--- src/rtl/counter_err_log.sv ---
// Error status for the counter checker: saturating miscompare count, sticky flag and
// first-miscompare capture, with Clear_Errors losing to a same-cycle miscompare.
module counter_err_log #(
    parameter int unsigned WIDTH     = 8,
    parameter int unsigned ERR_CNT_W = 16
) (
    input  logic                 Clk,
    input  logic                 Reset,
    input  logic                 Clear_Errors,
    input  logic                 miscompare,
    input  logic [WIDTH-1:0]     pred,
    input  logic [WIDTH-1:0]     act,
    output logic                 Sticky_Error,
    output logic [ERR_CNT_W-1:0] Err_Count,
    output logic [WIDTH-1:0]     First_Exp,
    output logic [WIDTH-1:0]     First_Act
);

    logic [ERR_CNT_W-1:0] cnt_q, cnt_d;
    logic                 sticky_q, sticky_d;
    logic [WIDTH-1:0]     exp_q, exp_d;
    logic [WIDTH-1:0]     act_q, act_d;

    always_comb begin
        cnt_d    = cnt_q;
        sticky_d = sticky_q;
        exp_d    = exp_q;
        act_d    = act_q;
        if (Clear_Errors) begin
            cnt_d    = '0;
            sticky_d = 1'b0;
            exp_d    = '0;
            act_d    = '0;
        end
        // Applied on top of the clear so a coincident miscompare is recorded as the first one.
        if (miscompare) begin
            if (cnt_d != '1) begin
                cnt_d = cnt_d + ERR_CNT_W'(1);
            end
            if (!sticky_d) begin
                sticky_d = 1'b1;
                exp_d    = pred;
                act_d    = act;
            end
        end
    end

    always_ff @(posedge Clk) begin
        if (Reset) begin
            cnt_q    <= '0;
            sticky_q <= 1'b0;
            exp_q    <= '0;
            act_q    <= '0;
        end else begin
            cnt_q    <= cnt_d;
            sticky_q <= sticky_d;
            exp_q    <= exp_d;
            act_q    <= act_d;
        end
    end

    assign Sticky_Error = sticky_q;
    assign Err_Count    = cnt_q;
    assign First_Exp    = exp_q;
    assign First_Act    = act_q;

endmodule

--- config.mk ---
export PLATFORM = sky130hd
export DESIGN_NAME = counter_err_log
export DESIGN_NICKNAME = d
export VERILOG_FILES = /design/src/rtl/counter_err_log.sv
export SDC_FILE = /design/constraint.sdc
export NUM_CORES = 1
export LEC_CHECK = 0
export CORE_ASPECT_RATIO = 0.9
export CORE_MARGIN = 2
export CORE_UTILIZATION = 44
export CTS_CLUSTER_SIZE = 40
export DETAILED_ROUTE_END_ITERATION = 8
export PLACE_DENSITY = 0.81
export SYNTH_ARGS = -nofsm -noshare
export SYNTH_HDL_FRONTEND = slang
export SYNTH_SLANG_ARGS = --single-unit
--- constraint.sdc ---
create_clock -name Clk -period 3.1 [get_ports Clk]
set_clock_uncertainty 0.1 [all_clocks]
set_input_delay 0.775 -clock Clk [delete_from_list [all_inputs] [get_ports Clk]]
set_output_delay 0.775 -clock Clk [all_outputs]
set_load 0.005 [all_outputs]
==> flow_summary.ini <==
[routing]
route.detailed.drc = 0
first_pass_iters = 4
wl_per_cell_um = 13.6
drtAntennaViolNets = 0
vias = 1554
drt_iter0_drc = 77
routed_wirelength_um = 3950
vias_per_cell = 5.34

[logic_synthesis]
syn_nets = 210
synth-edff-count = 0
synth_warnings = 0
synth_top_flop_cell = dfxtp_1
synth_seq_cells = 33
synth_commonest_cells = dfxtp_1 (33), nand2_1 (29), a21oi_1 (22)
synthTopCellsByArea = dfxtp_1 (43%), a21oi_1 (7.2%), nand2_1 (7.1%)
ys_seq_area_share_pct = 43.3
syn_avg_cell_area_um2 = 8.07
async_flop_share_pct = 0
ys_types = 32
syn_area_um2 = 1530
synth_cells = 189
synth.largest_area_cell = dfxtp_1
synth_top_area_share_pct = 43.3
yosysMostFrequentCell = dfxtp_1

[floorplanning]
fp-row-count = 20
die_w_um = 66.1
io_pins = 53
core_region_area_um2 = 3350
die_h_um = 59.9
initial_utilization_pct = 45.5
dieArea_um2 = 3950

[setup_path]
ff2ff_setup_slack_ns = 1.09
cpLargestDelayFamily = simple AND/OR/NAND/NOR gates
crit_type = in -> reg
cp_slowest_cell = clkdlybuf4s50_1
cp-start-kind = input pin
rr_worst_depth = 7
arrival_ns = 2.65
cp-end-kind = flop
cp.required_ns = 3.18
r2r-end = Err_Count[14]
timing.rr.start = Err_Count[0]
cp_num_buf_inv = 2
path_cells = clkdlybuf4s50_1 -> buf_4 -> and4b_2 -> nand4_1 -> o2111ai_1 -> xnor2_1 -> nor2_1
path_max_fanout = 16
critPathMaxStageDelay_ns = 0.46

[power]
peakVddDrop_mv = 0.298
p_leak_nw = 0.818
power_uw = 962
p_per_area_nw_per_um2 = 429

[global_routing]
antenna_found_initial = 0
grt_use_total_pct = 22.1
grt_pass1_wl_um = 6510
globalRouteOverflowTotal = 0
grt_start_max_net_pins = 17
grt_pass1_vias = 1400

[clock_network]
ctsResizeCount = 0
clk_path_buf_depth = 2
cts_setup_buffers = 0
cts.sinks = 33
ctsHoldBuffers = 0
numCtsBuffers = 5
htreeDepth = 2
cts_tree = done
clk_transition_reported_paths_ns = 0.06
clock_latency_ns = 0.29
cts_root_buf = clkbuf_8

[placed_design]
dp.final_hpwl_um = 2830
io_buffer_count = 52
gp_congestion = 0.883
dpl_cell_area_um2 = 2120
pre_cts_slack_ns = 0.243

[timing]
hold_violations = 0
timing.fmax_mhz = 389
period_needed_ns = 2.57
drv_slew = 0
setup_ws_ns = 0.529
tightest_slew_ns = 0.532
rsz0062_at_grt = false
fin_crit_sh_pct = 82.9
setup_tns_ns = 0
slew_headroom_pct = 64.4
finalSetupViolations = 0

[hold_path]
hp-start = First_Act[3]
holdPathStages = 2
hold_path_class = reg -> reg
holdPathEnd = First_Act[3]

[final_layout]
post-route-util_pct = 66.8
drive_gt1_share_pct = 7.29
antenna_cells = 0
nFillCells = 302
area_growth_syn_to_layout_pct = 46.8
fin_nets = 267
finalInstanceArea_um2 = 2240

[run_status]
status = complete, no violations

[run]
cap_viol_max_count = 0
## power breakdown
group          total (mW)  switching, mW  leakage [nW]  internal, mW
sequential          0.444        0.00777         0.269         0.437
combinational       0.102         0.0440         0.491        0.0579
clock               0.415          0.153        0.0585         0.262
total               0.962          0.205         0.818         0.756
## cell families (layout without fill, tap and decap cells)
| logic type | count (synthesis) | after routing | synth area share, % |
|---|---|---|---|
| buffers and inverters | 12 | 70 | 2.95 |
| adder cells (fa/ha/maj) | 1 | 1 | 0.820 |
| flip-flops | 33 | 33 | 43.3 |
| AO/OA/AOI/OAI | 31 | 31 | 11.8 |
| XOR/XNOR | 10 | 10 | 5.74 |
| AND/OR/NAND/NOR | 102 | 102 | 35.4 |
## worst register-to-register path, stage by stage, from the launching register on
cell and delay (ns):
dfxtp_1 0.39, nor2b_1 0.25, ha_1 0.20, and4_1 0.20, nand2_1 0.10, or4_1 0.51, nand3_1 0.09, a21oi_1 0.06
## metrics by stage
stage                     hold slack (ns)  std cells
after detailed placement            0.374        283
after global placement              0.369        283
after floorplan                     0.380        189
final                               0.380        291
after global routing                0.402        291
after CTS                           0.384        291
## how the worst max path moves through the flow
stage                       startpoint            end  slack, ns  depth (start not counted)
after floorplan           Clear_Errors  Err_Count[14]       0.60                          8
after global placement    Clear_Errors  Err_Count[15]       0.30                          7
after detailed placement  Clear_Errors   Err_Count[9]       0.24                          7
after CTS                 Clear_Errors   Err_Count[9]       0.55                          7
after global routing      Clear_Errors   Err_Count[9]       0.38                          7
final                     Clear_Errors   Err_Count[9]       0.53                          7
## final cells by class
cell class | instances | area (um2) | area share, %
Multi-Input combinational cell | 144 | 820 | 36.6
Sequential cell | 33 | 661 | 29.5
Timing Repair Buffer | 60 | 581 | 25.9
Clock buffer | 7 | 86.3 | 3.85
Tap cell | 44 | 55.1 | 2.46
Clock inverter | 1 | 30.0 | 1.34
Inverter | 2 | 7.51 | 0.335
## registers in the layout (all words and copies together) (netlist names)
register / count
First_Exp: 8
Err_Count: 16
First_Act: 8
Sticky_Error: 1
## cells in the final DEF (no fill, tap or decap), types with 5 or more instances in the layout
cell / count
a21oi_1: 22
buf_4: 8
clkbuf_8: 6
clkdlybuf4s50_1: 52
dfxtp_1: 33
nand2_1: 29
nand3_1: 19
nand4_1: 8
nor2_1: 14
nor2b_1: 5
nor3_1: 5
xnor2_1: 8
## metal layers
layer / GRT usage (%) / wire (um) / vias to the layer above
met2: 32.8 / 1760 / 51
li1: - / - / 781
met4: 9.91 / 62 / 0
met3: 7.16 / 303 / 6
met1: 29.5 / 1830 / 716
met5: 0 / 0 / -
Note: power is estimated with default switching activity, not from simulation.
